File: config.mk
export PLATFORM = sky130hd
export DESIGN_NAME = fifo_byte_packer
export DESIGN_NICKNAME = d
export VERILOG_FILES = /design/src/rtl/fifo_byte_packer.sv
export SDC_FILE = /design/constraint.sdc
export NUM_CORES = 1
export LEC_CHECK = 0
export CELL_PAD_IN_SITES_DETAIL_PLACEMENT = 1
export CELL_PAD_IN_SITES_GLOBAL_PLACEMENT = 2
export CORE_MARGIN = 2
export CORE_UTILIZATION = 25
export CTS_BUF_LIST = sky130_fd_sc_hd__clkbuf_16
export DETAILED_ROUTE_END_ITERATION = 10
export GPL_TIMING_DRIVEN = 0
export PLACE_DENSITY = 0.8
export SYNTH_ARGS = -nofsm -noshare
export SYNTH_HDL_FRONTEND = slang
export SYNTH_SLANG_ARGS = --single-unit
File: constraint.sdc
create_clock -name rclk -period 3.4 [get_ports rclk]
set_clock_uncertainty 0.15 [all_clocks]
set_input_delay 0.68 -clock rclk [delete_from_list [all_inputs] [get_ports rclk]]
set_output_delay 0.68 -clock rclk [all_outputs]
set_load 0.02 [all_outputs]
File: src/rtl/fifo_byte_packer.sv
// Pops bytes from a FIFO read port and packs them LSB-first into BYTES-wide words,
// with flush-driven partial words, a valid/ready output handshake and a word counter.
module fifo_byte_packer #(
  parameter int BYTES = 4
) (
  input  logic                 rclk,
  input  logic                 rrst,
  input  logic                 rempty,
  output logic                 read_enable,
  input  logic [7:0]           rdata,
  input  logic                 flush,
  output logic [8*BYTES-1:0]   out_data,
  output logic                 out_valid,
  input  logic                 out_ready,
  output logic [3:0]           out_bytes,
  output logic                 out_last,
  output logic [15:0]          word_cnt
);

  localparam int OUT_W = 8 * BYTES;
  localparam logic [3:0] BYTES_L = 4'(BYTES);

  localparam logic [0:0] ST_FILL = 1'b0;
  localparam logic [0:0] ST_HOLD = 1'b1;

  logic [0:0]       r_state;
  logic [3:0]       r_count;
  logic             r_inflight;
  logic             r_flush_pend;
  logic [OUT_W-1:0] r_data;
  logic [3:0]       r_bytes;
  logic             r_last;
  logic [15:0]      r_word_cnt;

  logic       w_fill;
  logic [3:0] w_level;

  // Bytes already in the word plus the one whose data arrives this cycle.
  assign w_fill  = (r_state == ST_FILL);
  assign w_level = r_count + {3'b000, r_inflight};

  assign read_enable = !rrst && w_fill && !rempty && !r_flush_pend && (w_level < BYTES_L);

  assign out_data  = r_data;
  assign out_valid = (r_state == ST_HOLD);
  assign out_bytes = r_bytes;
  assign out_last  = r_last;
  assign word_cnt  = r_word_cnt;

  // NOTE: state registers use non-blocking assignments so every branch below reads
  // the values from before this edge, regardless of statement order.
  always_ff @(posedge rclk) begin
    if (rrst) begin
      r_state      <= ST_FILL;
      r_count      <= '0;
      r_inflight   <= 1'b0;
      r_flush_pend <= 1'b0;
      r_data       <= '0;
      r_bytes      <= '0;
      r_last       <= 1'b0;
      r_word_cnt   <= '0;
    end else begin
      r_inflight <= read_enable;
      case (r_state)
        ST_FILL: begin
          if (r_inflight) begin
            r_data[{r_count[2:0], 3'b000} +: 8] <= rdata;
            r_count <= w_level;
          end
          if (w_level == BYTES_L) begin
            r_state <= ST_HOLD;
            r_bytes <= BYTES_L;
            r_last  <= r_flush_pend;
          end else if (r_flush_pend) begin
            if (w_level != 4'd0) begin
              r_state <= ST_HOLD;
              r_bytes <= w_level;
              r_last  <= 1'b1;
            end else begin
              r_flush_pend <= 1'b0;
            end
          end
        end
        default: begin
          if (out_ready) begin
            r_state      <= ST_FILL;
            r_count      <= '0;
            r_data       <= '0;
            r_bytes      <= '0;
            r_last       <= 1'b0;
            r_flush_pend <= 1'b0;
            r_word_cnt   <= r_word_cnt + 16'd1;
          end
        end
      endcase
      // A fresh flush request is never dropped, even on a clearing edge.
      if (flush) r_flush_pend <= 1'b1;
    end
  end

endmodule

# After elaboration in Yosys (flattened, before gate mapping)
# Cells that the tools add are included.
[word_totals]
register_bits = 60
inputBits = 13
out_inout_bits = 55
wordCells = 58
[classes]
add_sub_neg = 3
order_cmp = 1
n_eq_ne = 4
n_shift = 2
n_mux = 24
bitwise_logic = 1
n_reduce_logical = 15
[op_table]
columns = ["cell", "n"]
rows = [
  ["32-bit 2-to-1 mux", 3],
  ["32-bit bitwise mux", 1],
  ["8-bit by 8-bit variable shift with 32-bit output, first input constant", 1],
  ["8-bit by 8-bit indexed part select with 32-bit output", 1],
  ["4-bit 2-to-1 mux", 7],
  ["16-bit by 1-bit adder with 16-bit output, second input constant", 1],
  ["1-bit 2-to-1 mux", 13],
  ["6-bit negation with 8-bit output", 1],
  ["3-bit != test, second input constant", 2],
  ["2-bit AND reduction", 3],
  ["3-bit nonzero test", 2],
  ["4-bit by 1-bit adder with 4-bit output", 1],
  ["4-bit by 3-bit equality test with 1-bit output, second input constant", 1],
  ["1-bit logical AND", 4],
  ["4-bit by 3-bit < comparator with 1-bit output, second input constant", 1],
  ["4-bit nonzero test", 1],
  ["1-bit zero test", 3],
  ["3-bit AND reduction", 1],
  ["2-bit != test, second input constant", 1],
  ["2-bit nonzero test", 1],
  ["1-bit inverter", 1],
]

# Logic depth before layout (Yosys ltp)
[logic_depth]
depth_word = 7
ltp_mapped = 8
mapped_depth_nobuf = 7

# Worst setup path after synthesis
# OpenSTA, ideal clock, no wires.
[synth_timing]
path_type = "register -> output"
from = "register r_count[0]"
to = "output port read_enable"
arrival_ps = 1795
required_ps = 2570
slack_ps = 775
stages_incl_launch_ff = 6
path_buffers = 1
path_cell_list = "dfxtp_1 > ha_1 > a31o_2 > and2_1 > clkbuf_1 > nor4_1"
[synth_via]
elab_chain_cells = 3
[synth_rtl]
columns = ["item", "line_no", "source"]
rows = [
  ["start: declaration", "27", "logic [3:0] r_count;"],
  ["start signal: assignment", "68", "r_count <= w_level;"],
  ["4-bit by 1-bit adder with 4-bit output", "40", "assign w_level = r_count + {3'b000, r_inflight};"],
  ["4-bit by 3-bit < comparator with 1-bit output", "42", "assign read_enable = !rrst && w_fill && !rempty && !r_flush_pend && (w_level < BYTES_L);"],
  ["1-bit logical AND", "42", ""],
  ["end: declaration", "9", "output logic read_enable,"],
]
# Every way passes these cells.

# Worst setup path in the final report
# Ends and elaborated chain as after synthesis.

==> results_dict.tcl <==
set metrics [dict create \
    io_buffers 67 \
    crit_slowest_cell "dfxtp_1" \
    hold_violations 0 \
    gp_congestion 0.750 \
    die_area_sq_um 11300 \
    clkTransAtPathRegs_ns 0.05 \
    ir_drop_mv 0.194 \
    drtIter0Drc 58 \
    most-common-layout-cells "clkdlybuf4s50_1, dfxtp_1, nand2_1" \
    critPathLaunchType "register" \
    grt_first_pass_wirelength_um 13300 \
    synth_seq_cells 60 \
    dp_hpwl_um 6000 \
    clock_latency_ns 0.33 \
    setup_violations 0 \
    cts_max_path_buffers 2 \
    rows 37 \
    worst-slew-pin-transition_ns 0.766 \
    grt-ovfl-total 0 \
    mostFrequentLayoutCell "clkdlybuf4s50_1" \
    drc_errors 0 \
    clockRootBuffer "clkbuf_16" \
    setup_slack_ns 0.479 \
    netlist_instances 309 \
    nNetsFinal 405 \
    finalMaxSlewViolations 0 \
    fin_crit_sh_pct 85.9 \
    synthMuxAreaShare_pct 0 \
    startpoint "r_count[0]" \
    worstPathMaxFanout 9 \
    synth_compound_area_share_pct 14.7 \
    run_status "completed" \
    syn2layout_area_growth_pct 44.8 \
    start_util_pct 25.5 \
    synth-xor-area-share_pct 3.67 \
    io_pins 68 \
    avgRoutedWirePerCell_um 15.5 \
    power_uw 1830 \
    viasPerCell 4.70 \
    cp_top_family "buffers and inverters" \
    rsz0062_at_grt "false" \
    synth_top_family_by_area "simple AND/OR/NAND/NOR gates" \
    grt_antenna_before_repair 0 \
    synth-async-reset-ratio_pct 0 \
    yosys_warnings 0 \
    drive_gt1_share_pct 9.69 \
    drtAntennaViolNets 0 \
    grt_max_degree 13 \
    core-area_sq_um 10300 \
    path_cells "ha_1 -> a31o_2 -> and2_1 -> clkbuf_1 -> nor4_1 -> dlymetal6s2s_1" \
    hp-start "out_bytes[0]" \
    synth_adder_area_share_pct 2.38 \
    relSlewSlack_pct 48.9 \
    cp_slowest_stage_delay_ns 0.38 \
    ys_seq_area_share_pct 45.8 \
    max_cap_violations 0 \
    fmax_ghz 0.342 \
    path_buf_inv 2 \
    first_pass_iters 4 \
    routed_wl_um 8190 \
    worstPathArrival_ns 2.09 \
    crit_required_ns 2.57 \
    syn_avg_cell_area_sq_um 8.49 \
    synth_cell_type_count 47 \
    r2r-start "r_count[0]" \
    grt_pass1_vias 2583 \
    place_ws_ns 0.251 \
    synth-edff-count 0 \
    htree_levels 3 \
    die_w_um 106 \
    ys.flop_type "dfxtp_1" \
    p_leak_uw 0.00124 \
    cts.sinks 60 \
    num_vias 2479 \
    insertedDiodeCount 0 \
    critical_path_class "reg2out" \
    post_cts_buffers 0 \
    fin_tns_setup_ns 0 \
    min_path_type "reg2reg" \
    syn-num-nets 327 \
    holdBufCountCts 0 \
    fp.dieH_um 106 \
    synthSimpleGateAreaFrac_pct 29.0 \
    cts_tree "built" \
    ctsResizeCount 0 \
    powerDensity_nw_per_um2 483 \
    syn_area_sq_um 2620 \
    end_kind "output pin" \
    track_usage_pct 15.0 \
    cts-buffers-inserted 9 \
    fin_crit_ns 2.92 \
    fin_util_pct 37.0 \
]
-- area by class of cell --
| cell class | instances | area (sq um) |
|---|---|---|
| sequential | 60 | 1200 |
| buffer | 18 | 88.8 |
| inverter | 7 | 26.3 |
| clock inverter | 7 | 98.8 |
| tap | 136 | 170 |
| clock buffer | 9 | 225 |
| multi-input combinational | 224 | 1320 |
| fill | 1231 | 6480 |
| timing repair buffer | 67 | 673 |
-- final timing paths --
kind	to	slack, ns	cells past startpoint
worst max-delay path	read_enable	0.48	6
worst min-delay path	out_bytes[0]	0.30	2
worst max register to register	out_data[26]	0.96	7
worst min register to register	out_bytes[0]	0.30	2
-- synthesized netlist by cell type (all sizes together) (5+ instances only) --
cell,instances,area [sq um]
dfxtp,60,1200
nand2,48,180
nand3,41,245
a21oi,40,200
nor2,17,63.8
clkbuf,13,48.8
xnor2,8,70.1
inv,7,26.3
o21ai,7,35.0
nor4,6,52.6
buf,5,40.0
ha,5,62.6
nand4,5,31.3
nor3,5,25.0
-- report_power, final --
group / leakage, uW / internal [uW] / switching (uW)
combinational: 0.000599 / 49.0 / 76.1
sequential: 0.000484 / 713 / 8.33
clock: 0.000156 / 645 / 343
total: 0.00124 / 1410 / 427
-- worst reg2reg max path: cells and delay by family (launching register included) --
| family | cells | cell delay, ns |
|---|---|---|
| flops | 1 | 0.46 |
| buf+inv | 1 | 0.15 |
| simple gates | 3 | 0.94 |
| compound gates | 1 | 0.16 |
| fa+ha+maj | 2 | 0.50 |
-- kinds of logic (layout without fill, tap and decap cells) --
logic type	after synthesis	after routing
buffers and inverters	25	108
XOR/XNOR	11	11
flip-flops	60	60
AO/OA/AOI/OAI	65	65
adder cells (fa/ha/maj)	5	5
AND/OR/NAND/NOR	143	143
-- per-layer routing --
layer	vias up	part of all wire, %	track usage (%)
met5	-	0	0
met4	0	1.3	4.73
met3	8	3.3	3.13
met2	43	47	24.4
met1	1173	48	19.9
li1	1255	-	-
-- flip-flops by register name (all words and copies together) (netlist names) --
signal / flops
out_data: 32
word_cnt: 16
out_bytes: 4
r_count: 4
out_last: 1
out_valid: 1
r_flush_pend: 1
r_inflight: 1
-- stage by stage --
stage               hold slack (ns)  area (sq um)  std cells
finish                        0.299          3800        528
CTS                           0.305          3790        528
global route                  0.331          3800        528
floorplan                     0.338          2620        309
global placement              0.295          3460        512
detailed placement            0.297          3460        512
Note: power is estimated with default switching activity, not from simulation.
==> patch 1: new RTL, same flow settings <==
The parameter `BYTES` goes from 4 to 5.
--- a/src/rtl/fifo_byte_packer.sv
+++ b/src/rtl/fifo_byte_packer.sv
@@ -1,7 +1,7 @@
 // Pops bytes from a FIFO read port and packs them LSB-first into BYTES-wide words,
 // with flush-driven partial words, a valid/ready output handshake and a word counter.
 module fifo_byte_packer #(
-  parameter int BYTES = 4
+  parameter int BYTES = 5
 ) (
   input  logic                 rclk,
   input  logic                 rrst,
Ports: changed (resized out_data); port bits go from 68 to 76. No check against the original RTL was run, so the function may have changed too.
==> patch 1 against the unedited design <==
- via count grew 25%
- wire length rose by 23%
- combinational power rose by 4%
- sequential cell count up 8
- utilization shrank 0.95 points
- worst setup slack got worse by 0.066 ns
- final area increased by 14%
- global-route usage rose by 0.66 points
- power decreased by 2.7%
- sequential power increased by 13%
- area after synthesis up 18%
- non-clock buffer count grew 13
==> patch 1: results (changes against the unedited design) <==
| Metric | Value |
|---|---|
| Status | complete, no violations |
| Met2 routed WL | 4830 um (+25%) |
| Max incr delay on CP | 0.49 ns (+0.11 ns) |
| Reg2reg start | r_count[1] |
| XOR/XNOR share of the synthesized area | 4.26% (+0.58 points) |
| Lkg Pwr | 1.41 nW (+14%) |
| Detail Placement HPWL | 7480 um (+25%) |
| Reg2reg end | out_data[38] |
| Setup slack after placement | -0.0679 ns (-0.319 ns) |
| Post-Syn Nets | 391 (+20%) |
| Post-Place Cell Area | 4020 sq um (+16%) |
| Metal-1 WL | 4700 um (+19%) |
| Met3 Wirelength | 425 um (+58%) |
| Routed len/inst | 16.5 um (+6.6%) |
| Min-Delay Path Class | register to register |
| Worst hold path startpoint | out_data[29] |
| Arrival @ worst endpoint | 2.16 ns (+0.07 ns) |
| Fill cell count | 1419 (+15%) |
| Nets@finish | 477 (+18%) |
| Adder and majority gate portion of the synthesized area | 2.43% (+0.048 points) |
| Slew @ Worst Pin | 0.694 ns (-0.0717 ns) |
| Post-synthesis compound-gate area fraction | 19.7% (+4.9 points) |
| Hold slack | 0.306 ns (+0.00700 ns) |
| Top delay family on crit path | XOR/XNOR gates |
| Max FFs per register | 40 (+25%) |
| WHS Endpoint | out_data[29] |
| Top cells by count, synth | 68 x dfxtp_1, 51 x nand2_1, 50 x a21oi_1, 34 x nand3_1, 26 x nor2_1 |
| Slowest stage cell, crit path | xnor2_1 |
| Share of cells above drive strength 1 | 7.56% (-2.1 points) |
| Vias in the first global route | 3140 (+22%) |
| Global placer's final weighted congestion | 0.785 (+4.7%) |
| Antenna Cells | 0 (unchanged) |
| Vias/cell | 5.07 (+8.0%) |
| Post-synth cell types | 45 (-4.3%) |
| GRT Total Usage | 15.6% (+0.66 points) |
| Sequential area share after synthesis | 44.1% (-1.7 points) |
| Port-buffer cells | 75 (+12%) |
| Max VDD drop | 0.177 mV (-8.7%) |
| R2R depth | 8 (+1) |
| First-pass GRT wire length | 16100 um (+21%) |
==> patch 1: cell count changes after synthesis, moves of 6 or more <==
cell       delta
a21oi_1      +10
o2111ai_1    +15
nor2_1        +9
buf_2         +6
nand3_2       -7
dfxtp_1       +8
==> patch 1: final cells by class <==
| class | instances | area, sq um | area share, % |
|---|---|---|---|
| plain buffers | 23 | 97.6 | 2.26 |
| multi-input cells | 274 | 1630 | 37.8 |
| flip-flops and latches | 68 | 1360 | 31.5 |
| clock inverters | 7 | 43.8 | 1.01 |
| repair buffers | 75 | 753 | 17.4 |
| well taps | 147 | 184 | 4.25 |
| clock buffers | 9 | 225 | 5.21 |
| inverters | 7 | 26.3 | 0.607 |
==> patch 1: cell families after synthesis <==
logic type	after synthesis
fa+ha+maj	6
simple gates	159
flops	68
xor+xnor	15
buf+inv	30
compound gates	94
==> patch 1: timing repair <==
action | CTS | global route
buffers inserted | 0 | 0
gates cloned | 0 | 0
setup endpoints to repair | 1 | 1
gates resized for setup | 4 | 3
==> patch 1: per-stage QoR <==
| stage | utilization [%] | cells |
|---|---|---|
| after floorplan | - | 372 |
| after global placement | 33.5 | 594 |
| after detailed placement | 33.5 | 594 |
| after CTS | 35.9 | 610 |
| after global routing | 36.0 | 610 |
| final | 36.0 | 610 |
==> patch 1: worst max path at each step <==
stage	cells after the start	slack, ns	startpoint	to
floorplan	6	1.0	r_count[0]	read_enable
global route	7	0.32	r_count[0]	read_enable
CTS	6	0.004	rrst	read_enable
finish	5	0.41	r_count[0]	read_enable
detailed placement	6	-0.07	rrst	read_enable
global placement	6	-0.06	rrst	read_enable
==> patch 1: worst register-to-register path, delay by kind of cell (launching register included) <==
kind	cells	cell delay [ns]
and+or+nand+nor	3	1.04
adders and majority gates	2	0.54
DFF	1	0.38
buffers and inverters	2	0.38
AOI/OAI and AO/OA	1	0.08
==> patch 1: where the power goes <==
part / switching, mW / internal, mW / total, mW
combinational: 0.0823 / 0.0480 / 0.130
sequential: 0.00749 / 0.806 / 0.813
clock: 0.352 / 0.489 / 0.841
total: 0.442 / 1.34 / 1.78
==> patch 1: per-layer routing <==
layer / GRT usage [%] / vias up
li1: - / 1516
met1: 20.6 / 1497
met2: 25.3 / 68
met3: 3.85 / 12
met4: 4.82 / 0
met5: 0 / -
==> patch 2: new RTL, same flow settings <==
Made on the original files. Register the output `word_cnt` once more, with the module's reset; this adds one clock of latency there. The other outputs are not delayed to match.
--- a/src/rtl/fifo_byte_packer.sv
+++ b/src/rtl/fifo_byte_packer.sv
@@ -45,7 +45,13 @@
   assign out_valid = (r_state == ST_HOLD);
   assign out_bytes = r_bytes;
   assign out_last  = r_last;
-  assign word_cnt  = r_word_cnt;
+  always_ff @(posedge rclk) begin
+    if (rrst) begin
+      word_cnt <= '0;
+    end else begin
+      word_cnt <= r_word_cnt;
+    end
+  end
 
   // NOTE: state registers use non-blocking assignments so every branch below reads
   // the values from before this edge, regardless of statement order.
Function: changed (a bounded check fails within 4 cycles, from zero or initial values and one cycle with rrst high).
==> patch 2 against the unedited design <==
- sequential cell count is 16 higher
- fmax grew 1.8%
- final area up 11%
- worst setup slack improved by 0.053 ns
- critical path depth unchanged
- worst hold slack gained 0.023 ns
- critical endpoint unchanged
- area after synthesis up 17%
- power rose by 8.5%
- wire length up 14%
==> patch 2: results (changes against the unedited design) <==
| Metric | Value |
|---|---|
| Status | complete, no violations |
| Top cells by count, synth | 76 x dfxtp_1, 47 x nand2_1, 42 x a21oi_1, 42 x nand3_1, 19 x nor2_1 |
| Reg2reg end | out_data[30] |
| Setup slack after placement | 0.356 ns (+0.104 ns) |
| R2R Setup Slk | 0.80 ns (-0.16 ns) |
| Max VDD drop | 0.215 mV (+11%) |
| Global placer's final weighted congestion | 0.774 (+3.3%) |
| CP max FO | 8 (-1) |
| Synth top area cells | dfxtp_1 49%, a21oi_1 6.8%, nand3_1 6.8%, nand2_1 5.7%, nor2b_1 3.5% |
| Nets@finish | 452 (+12%) |
| Arrival @ worst endpoint | 2.04 ns (-0.05 ns) |
| WHS Endpoint | out_data[28] |
| Routed len/inst | 16.0 um (+3.0%) |
| Share of cells above drive strength 1 | 6.15% (-3.5 points) |
| Hold slack | 0.322 ns (+0.0230 ns) |
| Worst hold path startpoint | out_data[28] |
| Vias/cell | 4.86 (+3.6%) |
| Max incr delay on CP | 0.47 ns (+0.09 ns) |
| Port-buffer cells | 66 (-1.5%) |
| GRT Total Usage | 14.7% (-0.23 points) |
| Vias in the first global route | 3033 (+17%) |
| Post-synth cell types | 45 (-4.3%) |
| Detail Placement HPWL | 6970 um (+16%) |
| Lkg Pwr | 1.42 nW (+15%) |
| DRT iter0 DRCs | 107 (+84%) |
| Sequential area share after synthesis | 49.4% (+3.6 points) |
| First-pass GRT wire length | 15200 um (+14%) |
| Slew @ Worst Pin | 0.709 ns (-0.0571 ns) |
| Post-Syn Nets | 376 (+15%) |
## patch 2: final cells by class
class | instances | area share, %
repair buffers | 66 | 15.7
multi-input cells | 255 | 34.9
clock inverters | 7 | 1.42
flip-flops and latches | 76 | 36.0
clock buffers | 9 | 5.33
inverters | 7 | 0.622
well taps | 147 | 4.35
plain buffers | 19 | 1.69
## patch 2: worst max path at each step
stage,slack (ns),endpoint,cells after the start
finish,0.53,read_enable,6
global route,0.40,read_enable,6
CTS,0.08,read_enable,6
detailed placement,0.36,read_enable,5
global placement,0.30,read_enable,5
floorplan,0.79,read_enable,4
## patch 2: logic make-up (layout without fill, tap and decap cells)
kind of cell	after synthesis	in the layout	synth area share, %
DFF	76	76	49.4
AOI/OAI and AO/OA	56	56	10.2
buffers and inverters	27	108	3.29
muxes	3	3	1.06
xor gates and xnor gates	12	12	3.41
adders and majority gates	5	5	2.03
and+or+nand+nor	179	179	30.6
## patch 2: stage by stage
| stage | instances | utilization [%] | total power [mW] | instance area [sq um] |
|---|---|---|---|---|
| floorplan | 358 | - | 1.01 | 3080 |
| global placement | 571 | 32.7 | 1.08 | 3930 |
| detailed placement | 571 | 32.7 | 1.09 | 3930 |
| CTS | 587 | 35.1 | 2.02 | 4210 |
| global route | 586 | 35.2 | 2.07 | 4220 |
| finish | 586 | 35.2 | 1.99 | 4220 |
## patch 2: routing by layer
metal / routed length, um / vias up / track usage, %
met2: 4610 / 39 / 24.7
li1: - / 1410 / -
met1: 4340 / 1387 / 18.4
met4: 176 / 0 / 6.18
met5: 0 / - / 0
met3: 241 / 13 / 3.11
## patch 2: worst register-to-register path, cell delays in order, from the launching register on
cell,delay [ns]
dfxtp_1,0.47
inv_1,0.13
ha_1,0.22
ha_1,0.27
nor2b_1,0.33
nor4b_2,0.66
nand2_1,0.14
a21oi_1,0.15
## patch 2: report_power, final
| group | total, mW | internal, mW | switching (mW) |
|---|---|---|---|
| sequential | 0.914 | 0.902 | 0.0112 |
| clock | 0.923 | 0.559 | 0.364 |
| combinational | 0.152 | 0.0553 | 0.0970 |
